$ cat src/rtl/mem_access_stage.sv
// rtl/mem_access_stage.sv - MEM pipeline stage with req/ack data-memory port, stall and fault flags
module mem_access_stage #(
   parameter int TIMEOUT_CYCLES = 16
) (
   input  logic        clk,
   input  logic        reset,
   input  logic        mem_read_in,
   input  logic        mem_write_in,
   input  logic        mem_to_reg_in,
   input  logic        reg_write_in,
   input  logic [31:0] alu_result_in,
   input  logic [31:0] write_data_in,
   input  logic [4:0]  write_reg_in,
   output logic        mem_to_reg_out,
   output logic        reg_write_out,
   output logic [31:0] read_data_out,
   output logic [31:0] alu_result_out,
   output logic [4:0]  write_reg_out,
   output logic        stall_out,
   output logic        mem_fault_out,
   output logic        dmem_req,
   output logic        dmem_we,
   output logic [31:0] dmem_addr,
   output logic [31:0] dmem_wdata,
   input  logic        dmem_ack,
   input  logic [31:0] dmem_rdata
);

   localparam int CW = (TIMEOUT_CYCLES > 2) ? $clog2(TIMEOUT_CYCLES) : 1;

   typedef enum logic [1:0] {IDLE, REQ, DONE} state_t;

   state_t        state_q, state_d;
   logic [CW-1:0] cnt_q;
   logic          req_q;
   logic          fault_q;
   logic          h_read;
   logic          h_we;
   logic          h_m2r;
   logic          h_rw;
   logic [31:0]   h_alu;
   logic [31:0]   h_wdata;
   logic [4:0]    h_wreg;
   logic [31:0]   rdata_q;

   logic is_access;
   logic misaligned;
   logic timeout_hit;

   assign is_access   = mem_read_in | mem_write_in;
   assign misaligned  = (alu_result_in[1:0] != 2'b00);
   assign timeout_hit = (cnt_q == CW'(TIMEOUT_CYCLES - 1));

   // State register, timeout counter, request flop and holding registers
   always_ff @(posedge clk) begin
      if (reset) begin
         state_q <= IDLE;
         cnt_q   <= '0;
         req_q   <= 1'b0;
         fault_q <= 1'b0;
         h_read  <= 1'b0;
         h_we    <= 1'b0;
         h_m2r   <= 1'b0;
         h_rw    <= 1'b0;
         h_alu   <= '0;
         h_wdata <= '0;
         h_wreg  <= '0;
         rdata_q <= '0;
      end else begin
         state_q <= state_d;
         case (state_q)
            IDLE: begin
               if (state_d == REQ) begin
                  // A simultaneous read and write request is treated as a read.
                  h_read  <= mem_read_in;
                  h_we    <= mem_write_in & ~mem_read_in;
                  h_m2r   <= mem_to_reg_in;
                  h_rw    <= reg_write_in;
                  h_alu   <= alu_result_in;
                  h_wdata <= write_data_in;
                  h_wreg  <= write_reg_in;
                  rdata_q <= '0;
                  fault_q <= 1'b0;
                  cnt_q   <= '0;
                  req_q   <= 1'b1;
               end
            end
            REQ: begin
               if (dmem_ack) begin
                  req_q   <= 1'b0;
                  rdata_q <= h_read ? dmem_rdata : 32'd0;
               end else if (timeout_hit) begin
                  req_q   <= 1'b0;
                  fault_q <= 1'b1;
               end else begin
                  cnt_q <= cnt_q + CW'(1);
               end
            end
            DONE: begin
               fault_q <= 1'b0;
            end
            default: begin
               req_q <= 1'b0;
            end
         endcase
      end
   end

   // Next-state and all stage outputs; everything is forced to 0 while reset is high
   always_comb begin
      state_d        = state_q;
      mem_to_reg_out = 1'b0;
      reg_write_out  = 1'b0;
      read_data_out  = '0;
      alu_result_out = '0;
      write_reg_out  = '0;
      stall_out      = 1'b0;
      mem_fault_out  = 1'b0;
      dmem_req       = 1'b0;
      dmem_we        = 1'b0;
      dmem_addr      = '0;
      dmem_wdata     = '0;
      if (!reset) begin
         dmem_req = req_q;
         if (req_q) begin
            dmem_we    = h_we;
            dmem_addr  = {h_alu[31:2], 2'b00};
            dmem_wdata = h_wdata;
         end
         case (state_q)
            IDLE: begin
               if (is_access && !misaligned) begin
                  // Aligned access: stall and hand a bubble to MEM/WB.
                  state_d   = REQ;
                  stall_out = 1'b1;
               end else begin
                  mem_to_reg_out = mem_to_reg_in;
                  reg_write_out  = reg_write_in & ~is_access;
                  alu_result_out = alu_result_in;
                  write_reg_out  = write_reg_in;
                  mem_fault_out  = is_access;
               end
            end
            REQ: begin
               stall_out = 1'b1;
               if (dmem_ack || timeout_hit) begin
                  state_d = DONE;
               end
            end
            DONE: begin
               state_d        = IDLE;
               mem_to_reg_out = h_m2r;
               reg_write_out  = h_rw & ~fault_q;
               read_data_out  = rdata_q;
               alu_result_out = h_alu;
               write_reg_out  = h_wreg;
               mem_fault_out  = fault_q;
            end
            default: begin
               state_d = IDLE;
            end
         endcase
      end
   end

endmodule

$ cat config.mk
export PLATFORM = sky130hd
export DESIGN_NAME = mem_access_stage
export DESIGN_NICKNAME = d
export VERILOG_FILES = /design/src/rtl/mem_access_stage.sv
export SDC_FILE = /design/constraint.sdc
export NUM_CORES = 1
export LEC_CHECK = 0
export CORE_AREA = 2 2 125 127
export CTS_CLUSTER_SIZE = 28
export DETAILED_ROUTE_END_ITERATION = 16
export DIE_AREA = 0 0 127 129
export PLACE_DENSITY = 0.74
export SLEW_MARGIN = 0
export SYNTH_ARGS = -nofsm -noshare
export SYNTH_HDL_FRONTEND = slang
export SYNTH_SLANG_ARGS = --single-unit
$ cat constraint.sdc
create_clock -name clk -period 4.05 [get_ports clk]
set_input_delay 0.81 -clock clk [delete_from_list [all_inputs] [get_ports clk]]
set_output_delay 0.81 -clock clk [all_outputs]
set_load 0.005 [all_outputs]
Word-level counts from Yosys, hierarchy flattened
Index checks and enable logic that the tools add are counted.
{"block": "op_classes", "add_sub_neg": 1, "n_eq_ne": 10, "n_mux": 47, "bitwise": 8, "n_reduce_logical": 12}
{"op": "32-bit 2-to-1 mux", "n": 11}
{"op": "32-bit case mux with 2 select lines", "n": 2}
{"op": "1-bit 2-to-1 mux", "n": 17}
{"op": "4-bit 2-to-1 mux", "n": 3}
{"op": "5-bit 2-to-1 mux", "n": 2}
{"op": "2-bit inequality test, second input constant", "n": 5}
{"op": "5-bit case mux with 2 select lines", "n": 1}
{"op": "1-bit case mux with 2 select lines", "n": 4}
{"op": "4-bit case mux with 2 select lines", "n": 1}
{"op": "4-bit AND reduction", "n": 2}
{"op": "2-bit 2-to-1 mux", "n": 3}
{"op": "1-bit case mux with 3 select lines", "n": 2}
{"op": "3-bit AND reduction", "n": 2}
{"op": "4-bit by 1-bit adder with 4-bit output, second input constant", "n": 1}
{"op": "2-bit by 1-bit equality test with 1-bit output, second input constant", "n": 2}
{"op": "4-bit equality test, second input constant", "n": 1}
{"op": "1-bit NOT", "n": 4}
{"op": "2-bit case mux with 2 select lines", "n": 1}
{"op": "2-bit nonzero test", "n": 2}
{"op": "1-bit AND", "n": 3}
{"op": "3-bit inequality test, second input constant", "n": 1}
{"op": "3-bit nonzero test", "n": 1}
{"op": "2-bit equality test, second input constant", "n": 1}
{"op": "2-bit zero test", "n": 1}
{"op": "5 further kinds", "n": 5}
{"block": "word_totals", "ff_bits": 113, "in_bits": 108, "out_inout_bits": 139, "wordCells": 90}

Logic depth before layout (Yosys ltp)
Gate-level depths: netlist of the first run.
{"block": "depth", "word_depth": 9, "mapped_depth": 7}

Worst setup path before layout of the first run
Ideal clock, no wire load.
{"block": "synth_timing", "path_type": "in2out", "startpoint": "input port mem_read_in", "endpoint": "output port alu_result_out[10]", "arrival_time_ns": 1.727, "required_ns": 3.240, "slack_ns": 1.513, "path_stages": 5, "path_buffers": 1, "cell_sequence": "or2_2 -> a21oi_2 -> buf_2 -> a22oi_1 -> nor2_1"}
{"block": "synth_between", "elab_chain_len": 5}
{"item": "from (decl)", "line": "7", "text": "input logic mem_read_in,"}
{"item": "1-bit OR", "line": "50", "text": "assign is_access = mem_read_in | mem_write_in;"}
{"item": "1-bit logical AND", "line": "132", "text": "if (is_access && !misaligned) begin"}
{"item": "32-bit 2-to-1 mux", "line": "132"}
{"item": "32-bit case mux with 2 select lines", "line": "130", "text": "case (state_q)"}
{"item": "32-bit 2-to-1 mux", "line": "123", "text": "if (!reset) begin"}
{"item": "to (decl)", "line": "17", "text": "output logic [31:0] alu_result_out,"}
Every way passes these cells.

Worst setup path after layout of the first run
{"block": "layout_timing", "startpoint": "input port mem_read_in", "endpoint": "output port write_reg_out[3]"}
{"block": "layout_between", "elab_chain_len": 5}
{"item": "1-bit OR", "line": "50"}
{"item": "1-bit logical AND", "line": "132"}
{"item": "5-bit 2-to-1 mux", "line": "132"}
{"item": "5-bit case mux with 2 select lines", "line": "130"}
{"item": "5-bit 2-to-1 mux", "line": "123"}
{"item": "to (decl)", "line": "18", "text": "output logic [4:0] write_reg_out,"}
Every way passes these cells.

==> results.yml, run 1 <==
power:
  seq_power_share: 0.381
  powerDensity_nw_per_um2: 369
  intPower_uw: 2340
  leakage_uw: 0.00306
  switching_share: 0.234
  switching_power_uw: 716
  pwr-share-comb: 0.117
  vdd_drop_max_uv: 274
  clkPwrFrac: 0.502
global_route:
  grt_start_max_net_pins: 77
  first_global_vias: 4780
  grt_overflow: 0
  antenna_found_initial: 0
  grt_first_pass_wirelength_um: 24600
  grt_use_total: 0.187
outcome:
  outcome: "completed"
sta:
  finalClockSkew_ns: 0.00496
  grt_setup_unrepaired: "no"
  hold_viol_final: 0
  worstMarginPinSlew_ns: 0.820
  slew_headroom: 0.453
  fin_crit_sh: 0.900
  fmax_ghz: 0.274
  setup_slack_ns: 0.405
  fin_tns_setup_ns: 0
  setup_viol: 0
  drv_slew: 0
  layout_min_cycle_time_ns: 3.65
yosys:
  ys_top_cells_by_area: "dfxtp_1 (44%), and2_1 (11%), nand2_1 (11%)"
  ys_ff_latch: 113
  synth_top_area_frac: 0.440
  syn-cell-area_um2: 5140
  ys_seq_area_frac: 0.440
  async_flop_share: 0
  synth_largest_area_cell: "dfxtp_1"
  synth_cell_types: 38
  synth_edf_count: 0
  yosys_warnings: 0
  ys.flop_type: "dfxtp_1"
  syn_inst: 646
  postSynthAreaPerCell_um2: 7.95
cts:
  clockBufferDepth: 2
  clk_pin_slew_ns: 0.05
  cts_root_buf: "clkbuf_16"
  cts_tree: "built"
  worstSkewPairLatency_ns: 0.41
  cts_resized: 0
  ctsHoldBuffers: 0
  htree_num_levels: 4
  clock_sinks: 113
  cts_made_buffers: 17
  cts_setup_buffers: 0
worst_setup_path:
  crit_fanout: 33
  reg2reg_depth: 6
  reg2reg_setup_slack_ns: 1.90
  cp_data_arrival_time_ns: 2.84
  crit_type: "primary input to primary output"
  worstReg2RegStart: "state_q[1]"
  cp_data_required_time_ns: 3.24
  crit_path_start_kind: "primary input"
  end_kind: "primary output"
  r2r-end: "h_alu[3]"
drt:
  wl_per_cell_um: 14.8
  highest_layer: "met4"
  wl_met1_um: 6890
  finalWirelength_um: 15800
  route.detailed.drc: 0
  dr_wl_met2_um: 7350
  vias: 5163
  wl_met3_um: 1200
  viasPerCell: 4.84
  dr.pass1.iters: 4
  drtAntennaViolNets: 0
  drtIter0Drc: 271
layout:
  synthToLayoutAreaGrowth_pct: 61.2
  utilization: 0.553
  diodes: 0
  fin_nets: 975
  drive_gt1_frac: 0.0671
  n_fill_cell: 1377
floorplan:
  initial_core_util: 0.343
  die_x_um: 127
  coreArea_um2: 15000
  die-area_um2: 16400
  die_h_um: 129
  num_rows: 45
  io_pins: 247
place:
  dp_hpwl_um: 10700
  gp_congestion: 0.768
  place_ws_ns: 0.458
  io_buffer_count: 244
min_path:
  hold_path.class: "flip-flop to flip-flop"
  min_path_cells: 2
  holdPathEnd: "h_wdata[8]"
  min_from: "h_wdata[8]"
flow_run:
  drv_cap: 0
-- stage by stage --
stage	instances	hold WS, ns	area [µm²]	total power (µW)
4_1_cts	1067	0.449	8280	3090
2_1_floorplan	647	0.432	5140	1340
3_3_place_gp	1035	0.437	7670	1550
6_report	1067	0.448	8280	3060
3_5_place_dp	1035	0.442	7670	1550
5_1_grt	1067	0.463	8280	3180
-- metal layers --
metal	global-route usage	vias up
li1	-	2599
met1	0.233	2368
met2	0.300	171
met3	0.0632	25
met4	0.0750	0
met5	0	-
-- cells by family after synthesis --
kind of cell	synth area share
other	0.000730
multiplexers	0.00390
buffers and inverters	0.0626
AO/OA/AOI/OAI	0.197
adder cells (fa/ha/maj)	0.00244
XOR/XNOR	0.00171
AND/OR/NAND/NOR	0.292
flip-flops	0.440
-- synthesized netlist by cell type (3+ instances only) --
master    number
nand2_1      148
a22o_1        32
and2_1        94
nor2_1        43
a22oi_1       34
nand3_1        8
nor3_1         5
dfxtp_1      113
buf_6          4
a21oi_1       79
nor3b_1        3
or2_2          3
buf_4         14
clkbuf_1      23
buf_2         14
-- critical path: stages --
cell	delay (ns)
clkdlybuf4s50_1	0.48
or2_2	0.36
a21oi_2	0.18
buf_12	0.21
a22oi_1	0.09
nor2_1	0.12
clkdlybuf4s50_1	0.55
-- layout by cell type, fill, tap and decap left out, types with 8 or more instances in the layout --
| cell type | count |
|---|---|
| clkbuf_16 | 17 |
| a22o_1 | 32 |
| nand2_1 | 148 |
| a22oi_1 | 34 |
| nand3_1 | 8 |
| and2_1 | 94 |
| nor2_1 | 42 |
| buf_4 | 11 |
| dfxtp_1 | 113 |
| a21oi_1 | 79 |
| clkdlybuf4s50_1 | 243 |
-- registers in the layout, summed over array words and instances (netlist names) --
| register | count |
|---|---|
| cnt_q | 4 |
| rdata_q | 32 |
| h_m2r | 1 |
| h_wreg | 5 |
| h_alu | 32 |
| h_wdata | 32 |
| fault_q | 1 |
| h_we | 1 |
| state_q | 2 |
| h_rw | 1 |
| h_read | 1 |
| req_q | 1 |
-- worst max path at each step --
stage	startpoint	to	slack, ns	depth (start not counted)
3_3_place_gp	mem_read_in	alu_result_out[23]	0.47	7
3_5_place_dp	mem_read_in	alu_result_out[23]	0.46	7
2_1_floorplan	mem_read_in	alu_result_out[10]	1.51	5
6_report	mem_read_in	write_reg_out[3]	0.40	7
5_1_grt	mem_read_in	alu_result_out[26]	0.34	7
4_1_cts	mem_read_in	alu_result_out[23]	0.44	7
-- power by group through the flow --
| stage | Combinational (µW) | Sequential (µW) | Clock [µW] |
|---|---|---|---|
| floorplan | 160 | 1180 | 0 |
| global placement | 358 | 1190 | 0 |
| detailed placement | 359 | 1190 | 0 |
| CTS | 362 | 1170 | 1560 |
| global route | 392 | 1170 | 1620 |
| finish | 358 | 1170 | 1530 |
-- final cells by class --
| cell class | instances | area [µm²] | area share |
|---|---|---|---|
| well taps | 188 | 235 | 0.0284 |
| inverters | 2 | 7.51 | 0.000906 |
| repair buffers | 257 | 2570 | 0.311 |
| flip-flops and latches | 113 | 2260 | 0.273 |
| multi-input cells | 475 | 2590 | 0.313 |
| clock buffers | 19 | 453 | 0.0547 |
| clock inverters | 13 | 160 | 0.0193 |
No activity file was read; power rests on OpenSTA's default activity.
==> inputs of run 2 (changes only) <==
--- a/config.mk
+++ b/config.mk
@@ -10,6 +10,7 @@
 export DETAILED_ROUTE_END_ITERATION = 16
 export DIE_AREA = 0 0 127 129
 export PLACE_DENSITY = 0.74
+export SKIP_LAST_GASP = 1
 export SLEW_MARGIN = 0
 export SYNTH_ARGS = -nofsm -noshare
 export SYNTH_HDL_FRONTEND = slang
==> results of run 2 <==
No change in the layout: final DEF, timing and power equal those of run 1.
